`src/rtl/oci_trace_pkg.sv`:
```
`default_nettype none
// ============================================================================
//  Module   : oci_trace_pkg
//  Purpose  : Shared types and constants for the OCI trace capture buffer.
//  Revision : 1.0 - initial release
// ============================================================================
package oci_trace_pkg;

    typedef enum logic [1:0] {
        IDLE    = 2'd0,
        CAPTURE = 2'd1,
        DRAIN   = 2'd2,
        ENDED   = 2'd3
    } trace_state_t;

    localparam int MODE_STOP = 0;
    localparam int MODE_WRAP = 1;

endpackage
`default_nettype wire

```
`src/rtl/oci_trace_ram.sv`:
```
`default_nettype none
// ============================================================================
//  Module   : oci_trace_ram
//  Purpose  : DEPTH x DATA_W register array, synchronous write, async read.
//  Revision : 1.0 - initial release
// ============================================================================
module oci_trace_ram #(
    parameter int DATA_W = 30,
    parameter int DEPTH  = 16
) (
    input  logic                     clk,
    input  logic                     we,
    input  logic [$clog2(DEPTH)-1:0] waddr,
    input  logic [DATA_W-1:0]        wdata,
    input  logic [$clog2(DEPTH)-1:0] raddr,
    output logic [DATA_W-1:0]        rdata
);

    logic [DATA_W-1:0] r_mem [DEPTH];

    always_ff @(posedge clk) begin
        if (we) begin
            r_mem[waddr] <= wdata;
        end
    end

    assign rdata = r_mem[raddr];

endmodule
`default_nettype wire

```
`src/rtl/nios_oci_trace_capture.sv`:
```
`default_nettype none
// ============================================================================
//  Module   : nios_oci_trace_capture
//  Purpose  : OCI trace word capture buffer with FWFT readout and end-of-test drain.
//  Revision : 1.0 - initial release
// ============================================================================
module nios_oci_trace_capture
    import oci_trace_pkg::*;
#(
    parameter int  DATA_W    = 30,
    parameter int  DEPTH     = 16,
    parameter int  WRAP_MODE = 0,
    localparam int CNT_W     = $clog2(DEPTH) + 1
) (
    input  logic              clk,
    input  logic              reset,
    input  logic              enable,
    input  logic              trace_valid,
    input  logic [DATA_W-1:0] trace_data,
    output logic              trace_ready,
    input  logic              rd_ready,
    output logic              rd_valid,
    output logic [DATA_W-1:0] rd_data,
    output logic [CNT_W-1:0]  dct_count,
    output logic              overflow,
    input  logic              test_ending,
    output logic              test_has_ended
);

    localparam int ADDR_W = $clog2(DEPTH);

    trace_state_t      r_state;
    trace_state_t      w_state_next;
    logic [ADDR_W-1:0] r_wr_ptr;
    logic [ADDR_W-1:0] r_rd_ptr;
    logic [CNT_W-1:0]  r_count;
    logic              r_overflow;

    logic w_full;
    logic w_empty;
    logic w_in_capture;
    logic w_push;
    logic w_pop;
    logic w_evict;
    logic w_drop;

    assign w_full       = (r_count == CNT_W'(DEPTH));
    assign w_empty      = (r_count == '0);
    assign w_in_capture = (r_state == CAPTURE);

    assign trace_ready = w_in_capture && ((WRAP_MODE == MODE_WRAP) || !w_full);
    assign w_push      = trace_valid && trace_ready;
    assign w_pop       = rd_ready && !w_empty;
    // Only reachable in wrap mode: a push into a full buffer displaces the oldest word.
    assign w_evict     = w_push && w_full && !w_pop;
    assign w_drop      = w_in_capture && trace_valid && !trace_ready;

    always_comb begin
        w_state_next = r_state;
        case (r_state)
            IDLE: begin
                if (test_ending) begin
                    w_state_next = DRAIN;
                end else if (enable) begin
                    w_state_next = CAPTURE;
                end
            end
            CAPTURE: begin
                if (test_ending) begin
                    w_state_next = DRAIN;
                end else if (!enable) begin
                    w_state_next = IDLE;
                end
            end
            DRAIN: begin
                if (w_empty) begin
                    w_state_next = ENDED;
                end
            end
            default: w_state_next = ENDED;
        endcase
    end

    always_ff @(posedge clk or posedge reset) begin
        if (reset) begin
            r_state    <= IDLE;
            r_wr_ptr   <= '0;
            r_rd_ptr   <= '0;
            r_count    <= '0;
            r_overflow <= 1'b0;
        end else begin
            r_state <= w_state_next;
            if (w_push) begin
                r_wr_ptr <= r_wr_ptr + ADDR_W'(1);
            end
            if (w_pop || w_evict) begin
                r_rd_ptr <= r_rd_ptr + ADDR_W'(1);
            end
            if (w_push && !w_pop && !w_full) begin
                r_count <= r_count + CNT_W'(1);
            end else if (w_pop && !w_push) begin
                r_count <= r_count - CNT_W'(1);
            end
            if (w_evict || w_drop) begin
                r_overflow <= 1'b1;
            end
        end
    end

    oci_trace_ram #(
        .DATA_W (DATA_W),
        .DEPTH  (DEPTH)
    ) u_ram (
        .clk    (clk),
        .we     (w_push),
        .waddr  (r_wr_ptr),
        .wdata  (trace_data),
        .raddr  (r_rd_ptr),
        .rdata  (rd_data)
    );

    assign rd_valid       = !w_empty;
    assign dct_count      = r_count;
    assign overflow       = r_overflow;
    assign test_has_ended = (r_state == ENDED);

endmodule
`default_nettype wire
```
`config.mk`:
```
export PLATFORM = sky130hd
export DESIGN_NAME = nios_oci_trace_capture
export DESIGN_NICKNAME = d
export VERILOG_FILES = /design/src/rtl/oci_trace_pkg.sv /design/src/rtl/oci_trace_ram.sv /design/src/rtl/nios_oci_trace_capture.sv
export SDC_FILE = /design/constraint.sdc
export NUM_CORES = 1
export LEC_CHECK = 0
export BUFFER_PORTS_ARGS = -buffer_cell sky130_fd_sc_hd__buf_2
export CORE_MARGIN = 2
export CORE_UTILIZATION = 35
export CTS_CLUSTER_DIAMETER = 30
export DETAILED_ROUTE_END_ITERATION = 8
export GPL_TIMING_DRIVEN = 0
export REMOVE_ABC_BUFFERS = 1
export SLEW_MARGIN = 20
export SYNTH_ARGS = -nofsm -noshare
export SYNTH_HDL_FRONTEND = slang
export SYNTH_SLANG_ARGS = --single-unit
```
`constraint.sdc`:
```
create_clock -name clk -period 3.9 [get_ports clk]
set_input_delay 0.585 -clock clk [delete_from_list [all_inputs] [get_ports clk]]
set_output_delay 0.585 -clock clk [all_outputs]
set_load 0.02 [all_outputs]
```
==> results of run 1 <==
power by group through the flow:
stage,Combinational (mW),Clock (mW),Sequential (mW)
after floorplan,2.59,0,6.52
after CTS,4.23,8.55,6.19
after detailed placement,4.21,0,6.28
after global routing,4.46,8.83,6.20
after global placement,3.30,0,6.57
final,4.13,8.43,6.19
cell usage in the layout, fill, tap and decap left out, types with 2 or more instances in the layout:
cell type,instances
clkbuf_8,3
clkinv_1,13
a22oi_1,60
ha_1,8
and4_4,2
buf_12,11
dfrtp_4,2
dfrtp_1,14
buf_16,9
o21ai_0,5
clkinv_2,19
xor2_1,2
nand2_1,39
xnor2_1,8
buf_2,74
and2_4,4
nand2b_1,2
inv_6,2
clkinv_16,2
buf_8,2
clkinv_4,5
bufinv_16,17
clkbuf_16,98
clkbuf_1,13
and4_2,2
and2_2,9
nor2b_4,2
mux4_2,120
a21oi_1,5
o211ai_1,2
clkinvlp_4,8
nand4_1,2
nand3_1,3
and3b_1,3
edfxtp_1,480
inv_1,6
synth_stat cells:
library cell / count
or4_4: 1
nor2_1: 2
xnor2_1: 8
a22oi_1: 60
fa_1: 1
nand4_1: 2
o21ai_0: 5
a211o_1: 1
nand3_1: 3
and3b_1: 3
nor2b_1: 2
inv_1: 6
clkbuf_1: 19
nor3b_1: 1
dfrtp_1: 16
xor2_1: 2
nand2_1: 39
and2_1: 14
o21a_1: 1
a21o_2: 1
buf_1: 8
edfxtp_1: 480
a31o_2: 1
buf_2: 14
a21oi_1: 5
buf_4: 2
nand3b_1: 1
nor4_4: 1
mux4_2: 120
a31oi_1: 1
mux2_2: 1
and4_1: 4
buf_8: 1
nand2b_1: 2
o211ai_1: 2
or2_2: 1
nor4b_1: 1
a22oi_4: 1
mux2_4: 1
ha_1: 8
worst reg2reg max path, cell delays in order (launching register included):
cell and delay (ns):
dfrtp_1 0.42, nand3b_1 0.24, a21oi_1 0.84, nor3b_1 0.47
and2_2 0.65, buf_12 0.27
kinds of logic after synthesis:
kind of cell / count (synthesis)
compound gates: 78
xor+xnor: 10
fa+ha+maj: 9
buf+inv: 50
flops: 496
mux: 122
simple gates: 77
registers in the layout, summed over array words and instances, names as in the netlist:
| register | flops |
|---|---|
| dct_count | 5 |
| overflow | 1 |
| r_rd_ptr | 4 |
| r_state | 2 |
| r_wr_ptr | 4 |
| u_ram.r_mem | 480 |
metrics by stage:
stage          hold slack (ns)  utilization  instances
4_1_cts                0.07750       0.4461       1771
2_1_floorplan           0.4931            -        798
3_3_place_gp            0.4562       0.3726       1568
3_5_place_dp            0.4568       0.3829       1590
6_report               0.08693       0.4462       1772
5_1_grt                 0.1095       0.4461       1771
metal layers:
metal,share of wire,routed length (µm)
met1,0.43,17710
met2,0.48,19730
met3,0.073,3008
met4,0.022,921
met5,0.00063,26
area by class of cell:
| type | count | area (µm²) | share of cell area |
|---|---|---|---|
| inverter | 6 | 22.52 | 0.0009398 |
| clock buffer | 114 | 2542 | 0.1061 |
| clock inverter | 67 | 852.1 | 0.03556 |
| sequential | 496 | 14820 | 0.6185 |
| timing repair buffer | 96 | 868.3 | 0.03624 |
| tap | 696 | 870.8 | 0.03634 |
| multi-input combinational | 296 | 3983 | 0.1662 |
| antenna | 1 | 2.502 | 0.0001044 |
worst max path at each step:
stage | endpoint | slack (ns) | from
finish | rd_data[4] | 0.34 | r_rd_ptr[0]
global route | rd_data[19] | 0.13 | r_rd_ptr[0]
CTS | rd_data[4] | 0.22 | r_rd_ptr[0]
detailed placement | u_ram.r_mem[3][23] | 0.59 | trace_valid
global placement | rd_data[22] | -4.82 | r_rd_ptr[0]
floorplan | rd_data[0] | -2.39 | r_rd_ptr[0]
==> impl_metrics.ini, run 1 <==
[run_status]
run_status = finished clean

[setup_path]
rr_startpoint = r_state[1]
rrSetupSlack_ns = 0.71
slowest_stage = dfrtp_4
cp_num_cells = 6
crit_required_ns = 3.31
critPathKind = reg2out
rr_worst_depth = 5
crit_path_end_kind = output port
path_delay_family = buffers and inverters
path_cells = buf_16 > buf_16 > mux4_2 > a22oi_1 > nand2_1 > buf_2
max_stage_delay_ns = 0.68
critPathMaxFanout = 31
r2r-end = u_ram.r_mem[3][5]
critPathBufInv = 3
crit_arrival_ns = 2.98
crit_path_frequent_cell = buf_16
worstSetupStartpointType = flop

[power_and_ir_drop]
power_frac_clock = 0.450
power_frac_comb = 0.220
finalPower_mw = 18.74
p_sw_mw = 5.102
ir_worst_vdd_uv = 492.9
p_sw_frac = 0.2723
p_per_area_nw_per_um2 = 782.1
intPower_mw = 13.64
p_leak_nw = 7.985
power_frac_seq = 0.330

[routing]
num_vias = 9185
drc = 0
wl_per_cell_um = 23.36
drt_pass1_iterations = 5
drt_iter0_drc = 789
ant_nets = 0
wl_um = 41400
via_per_inst = 5.183

[clock_tree]
htreeDepth = 3
clock_sinks = 496
cts_tree = yes
clock_latency_ns = 0.61
hold_buffers = 0
clk_pin_slew_ns = 0.05
cts_made_buffers = 96
cts_setup_buffers = 0
cts_root_buffer = clkbuf_16
cts_resized = 0
cts_buffer_depth = 3

[floorplan]
num_rows = 85
die_x_um = 236.8
core-area_um2 = 53710
initial_core_util = 0.3532
dieArea_um2 = 56080
die_h_um = 236.8
ios = 75

[global_routing]
grt_use_met2 = 0.2380
track_usage = 0.1509
antenna_found_initial = 3
grt_first_pass_wirelength_um = 62050
grt_pass1_vias = 9941
met1_usage = 0.2022
grt_max_degree = 45
use_met3 = 0.04243
grt-ovfl-total = 0
grt-busiest-layer = met2

[flow_run]
maxCapViolCount = 0

[synthesis]
ys_ff_latch = 496
syn_area_um2 = 18970
synth_top_area_frac = 0.7598
yosysWarningCount = 0
synth_compound_area_frac = 0.03041
synth_top_family_by_area = multiplexers
synthDistinctLibCells = 40
synthAdderAreaFrac = 0.006332
synthMuxAreaShare = 0.1439
synth.area.top_cells = edfxtp_1 (76%), mux4_2 (14%), a22oi_1 (2.4%), dfrtp_1 (2.1%), nand2_1 (0.77%)
synth_cells = 842
synth_xor_area_frac = 0.004617
yosys.area.top_type = edfxtp_1
seq_area_frac_synth = 0.7810
synth_simple_gate_area_frac = 0.02203
avgSynthCellArea_um2 = 22.53

[cells_and_area]
layout-drive-gt1-share = 0.3730
fillers = 4444
flow.area_growth_from_synthesis_pct = 26.32
nets = 1037
final_cell_area_um2 = 23960

[timing]
setup_viol = 0
fmaxAchievable_mhz = 280.7
finalSetupTns_ns = 0
fin_crit_ns = 3.563
relSlewSlack = 0.2953
rsz0062_at_grt = false
finalHoldViolations = 0
skew_ns = 0.01733
slew_violations = 0
period_share = 0.9136
setup_ws_ns = 0.3370
tightest_slew_ns = 1.057

[placement]
numPortBuffers = 74
gp_congestion = 0.6709
placed_area_um2 = 20570
post-place-ws_ns = 0.5905
place_hpwl_um = 22170

[hold_path]
hold_class = in2async
No activity file was read; power rests on OpenSTA's default activity.
==> run 2, diff against run 1 <==
Settings changed: REMOVE_ABC_BUFFERS 1 to default.
==> impl_metrics.ini, run 2 (same netlist as run 1, synthesis figures left out) <==
[hold_path]
hold_class = in2async

[floorplan]
ios = 75
initial_core_util = 0.3532
dieArea_um2 = 56080
die_h_um = 236.8
core-area_um2 = 53710
num_rows = 85
die_x_um = 236.8

[routing]
ant_nets = 0
num_vias = 9367
drt_pass1_iterations = 4
wl_um = 42610
drc = 0
via_per_inst = 5.172
drt_iter0_drc = 756
wl_per_cell_um = 23.53

[cells_and_area]
num_antenna_cells = 0
fillers = 4452
final_util = 0.4453
final_cell_area_um2 = 23920
regMostFlops = u_ram.r_mem
largest_reg_flops = 480
final_cell_mix = edfxtp_1 (480), mux4_2 (120), clkbuf_16 (103)
flow.area_growth_from_synthesis_pct = 26.07
final_common_cell = edfxtp_1
layout-drive-gt1-share = 0.3623
nets = 1078

[global_routing]
grt_max_degree = 23
grt_first_pass_wirelength_um = 63320
grt_pass1_vias = 9889
antenna_found_initial = 2
grt-ovfl-total = 0
track_usage = 0.1549

[power_and_ir_drop]
p_sw_frac = 0.2806
p_sw_mw = 5.200
power_frac_comb = 0.231
p_leak_nw = 7.968
intPower_mw = 13.33
power_frac_clock = 0.446
power_frac_seq = 0.323
p_per_area_nw_per_um2 = 774.8
ir_worst_vdd_uv = 441.8

[timing]
relSlewSlack = 0.3841
finalHoldViolations = 0
setup_ws_ns = 0.2068
fmaxAchievable_mhz = 270.8
hold_slack_ns = 0.1220
rsz0062_at_grt = false
tightest_slew_ns = 0.9239
setup_viol = 0
period_share = 0.9470
skew_ns = 0.01903
fin_crit_ns = 3.693
finalSetupTns_ns = 0
slew_violations = 0

[clock_tree]
htreeDepth = 3
cts_root_buffer = clkbuf_16
cts_made_buffers = 100
cts_resized = 0
clock_sinks = 496
clock_latency_ns = 0.61
cts_buffer_depth = 3
clk_pin_slew_ns = 0.05
cts_tree = yes
hold_buffers = 0
cts_setup_buffers = 0

[setup_path]
r2r-end = dct_count[4]
crit_required_ns = 3.31
critPathMaxFanout = 10
rrSetupSlack_ns = 1.16
critPathKind = reg2out
rr_worst_depth = 9
worstSetupStartpointType = flop
slowest_stage = buf_1
crit_path_frequent_cell = buf_2
max_stage_delay_ns = 0.63
path_cells = clkbuf_1 > buf_2 > buf_1 > mux4_2 > a22oi_1 > nand2_1 > buf_2
crit_arrival_ns = 3.11
crit_path_end_kind = output port
rr_startpoint = dct_count[0]

[run_status]
run_status = finished clean

[flow_run]
maxCapViolCount = 0

[placement]
placed_area_um2 = 20580
numPortBuffers = 73
post-place-ws_ns = 0.8038
gp_congestion = 0.6851
place_hpwl_um = 26060

[synthesis]
syn-num-nets = 887
## run 2: cell types whose count changed in the layout (fill, tap and decap cells not counted), sizes merged
cell / before / now
clkinv: 40 / 35
buf: 96 / 114
inv: 8 / 9
bufinv: 17 / 13
diode: 1 / 0
clkbuf: 114 / 141
clkinvlp: 8 / 11
## run 2: final cells by class
cell class	count	area, µm²	share of cell area
flip-flops and latches	496	14810	0.6194
multi-input cells	296	3951	0.1652
clock buffers	122	2659	0.1112
well taps	696	870.8	0.03641
repair buffers	89	715.7	0.02993
clock inverters	62	680.7	0.02846
plain buffers	44	201.4	0.008423
inverters	6	22.52	0.0009417
## run 2: how the worst max path moves through the flow
| stage | to | from |
|---|---|---|
| finish | rd_data[12] | r_rd_ptr[1] |
| global route | rd_data[12] | r_rd_ptr[1] |
| CTS | rd_data[18] | r_rd_ptr[1] |
| detailed placement | rd_data[18] | r_rd_ptr[1] |
| global placement | u_ram.r_mem[0][6] | trace_valid |
| floorplan | u_ram.r_mem[0][0] | dct_count[0] |
## run 2: worst max-delay path, delay by kind of cell (launching register included)
| kind | cells | cell delay [ns] |
|---|---|---|
| mux | 1 | 0.41 |
| flops | 1 | 0.36 |
| buf+inv | 4 | 1.30 |
| simple gates | 1 | 0.14 |
| compound gates | 1 | 0.29 |
## run 2: layer usage
layer / GRT usage / vias up / share of wire
met3: 0.03905 / 78 / 0.054
met2: 0.2537 / 287 / 0.50
met1: 0.2040 / 4987 / 0.43
met5: 0 / - / 0.00054
met4: 0.04871 / 4 / 0.021
li1: - / 4011 / -
## run 2: power groups by stage
| stage | sequential [mW] | combinational (mW) | clock [mW] |
|---|---|---|---|
| 6_report | 5.98 | 4.28 | 8.27 |
| 3_3_place_gp | 6.07 | 4.34 | 0 |
| 5_1_grt | 5.99 | 4.61 | 8.67 |
| 2_1_floorplan | 6.10 | 2.90 | 0 |
| 4_1_cts | 5.98 | 4.39 | 8.41 |
| 3_5_place_dp | 6.08 | 4.37 | 0 |
## run 2: per-stage QoR
| stage | power [mW] | instances |
|---|---|---|
| final | 18.53 | 1811 |
| after floorplan | 8.999 | 842 |
| after global placement | 10.41 | 1611 |
| after CTS | 18.78 | 1811 |
| after global routing | 19.27 | 1811 |
| after detailed placement | 10.45 | 1627 |
==> run 3, diff against run 2 <==
Settings changed: GPL_ROUTABILITY_DRIVEN from default to 0, GPL_TIMING_DRIVEN 0 to default, MAX_ROUTING_LAYER from default to met4.
==> impl_metrics.ini, run 3 (same netlist as run 1, synthesis figures left out) <==
[run_status]
run_status = finished clean

[floorplan]
num_rows = 85
die_x_um = 236.8
dieArea_um2 = 56080
core-area_um2 = 53710
die_h_um = 236.8
initial_core_util = 0.3532
ios = 75

[cells_and_area]
final_common_cell = edfxtp_1
largest_reg_flops = 480
fin_cells = 1800
final_cell_mix = edfxtp_1 (480), mux4_2 (120), clkbuf_16 (98)
multiInputGateArea_um2 = 3975
flow.area_growth_from_synthesis_pct = 26.65
layout-drive-gt1-share = 0.4016
seqCellArea_um2 = 14820
regMostFlops = u_ram.r_mem
fillers = 4456
nets = 1062

[placement]
place_hpwl_um = 25150
numPortBuffers = 74
dp.cells = 1613

[hold_path]
hold_class = in2async

[routing]
ant_nets = 0
drc = 0
drt_iter0_drc = 984
via_per_inst = 5.138
wl_per_cell_um = 24.50
drt_pass1_iterations = 5
num_vias = 9248
wl_um = 44090

[global_routing]
grt_max_degree = 40
grt-ovfl-total = 0
grt_first_pass_wirelength_um = 65760
grt_pass1_vias = 9808
antenna_found_initial = 2
track_usage = 0.1656

[clock_tree]
cts_root_buffer = clkbuf_16
hold_buffers = 0
clk_pin_slew_ns = 0.05
htreeDepth = 3
cts_made_buffers = 98
cts_setup_buffers = 0
clock_latency_ns = 0.63
cts_resized = 0
clock_sinks = 496
cts_tree = yes
cts_buffer_depth = 3

[setup_path]
crit_path_end_kind = output port
critPathKind = reg2out
crit_arrival_ns = 2.74
worstSetupStartpointType = flop
critPathMaxFanout = 31
crit_required_ns = 3.31

[timing]
relSlewSlack = 0.4710
tightest_slew_ns = 0.7916
rsz0062_at_grt = false
finalSetupTns_ns = 0
finalHoldViolations = 0
slew_violations = 0
setup_viol = 0
period_share = 0.8535
fin_crit_ns = 3.328
skew_ns = 0.02679
fmaxAchievable_mhz = 300.4

[power_and_ir_drop]
p_leak_nw = 8.057
ir_worst_vdd_uv = 371.3
p_per_area_nw_per_um2 = 788.7

[synthesis]
syn-num-nets = 887

[flow_run]
maxCapViolCount = 0
run 3: changes by cell type in the layout (fill, tap and decap cells not counted), sizes merged:
cell	delta
bufinv	+2
clkinv	-1
clkinvlp	+5
clkbuf	-38
inv	+15
buf	+5
diode	+1
run 3: through the flow:
stage | hold WS (ns) | utilization | setup slack (ns) | power, mW | area [µm²]
after floorplan | 0.4931 | - | 1.378 | 8.999 | 18970
after global placement | 0.4682 | 0.3824 | 1.128 | 10.50 | 20540
after detailed placement | 0.4631 | 0.3824 | 1.137 | 10.52 | 20540
after CTS | 0.07134 | 0.4473 | 0.4803 | 19.21 | 24020
after global routing | 0.1028 | 0.4473 | 0.4151 | 19.67 | 24030
final | 0.06629 | 0.4473 | 0.5715 | 18.95 | 24030
run 3: path summary, 6_finish.rpt:
path	startpoint	to	slack, ns	depth (start not counted)
min reg2reg	overflow	overflow	0.48	1
max reg2reg	dct_count[0]	dct_count[4]	1.28	9
max in group asynchronous	reset	r_rd_ptr[1]	3.34	2
max	r_rd_ptr[0]	rd_data[19]	0.57	5
min	reset	r_rd_ptr[3]	0.07	2
min in group clk	test_ending	r_state[1]	0.19	2
run 3: final cells by class:
| type | count | share of cell area |
|---|---|---|
| diodes | 1 | 0.0001042 |
| repair buffers | 119 | 0.03520 |
| flip-flops and latches | 496 | 0.6169 |
| well taps | 696 | 0.03625 |
| inverters | 6 | 0.0009374 |
| multi-input cells | 296 | 0.1655 |
| clock buffers | 103 | 0.1029 |
| clock inverters | 83 | 0.04229 |
run 3: report_power, final:
group / leakage [nW] / total (mW) / switching (mW) / internal (mW)
clock network: 1.66 / 8.65 / 2.96 / 5.69
registers: 4.50 / 6.15 / 0.245 / 5.91
logic: 1.90 / 4.14 / 2.28 / 1.86
run 3: routing by layer:
| metal | wire [µm] | vias up | track usage |
|---|---|---|---|
| met3 | 2679 | 69 | 0.03626 |
| met4 | 773 | 0 | 0.04411 |
| li1 | - | 3975 | - |
| met1 | 19110 | 4883 | 0.2233 |
| met2 | 21530 | 321 | 0.2559 |
| met5 | 0 | - | - |
run 3: worst max-delay path, cell delays in order (launching register included):
cell     delay [ns]
dfrtp_4        0.62
buf_12         0.31
mux4_2         0.55
a22oi_1        0.25
nand2_1        0.17
buf_2          0.20
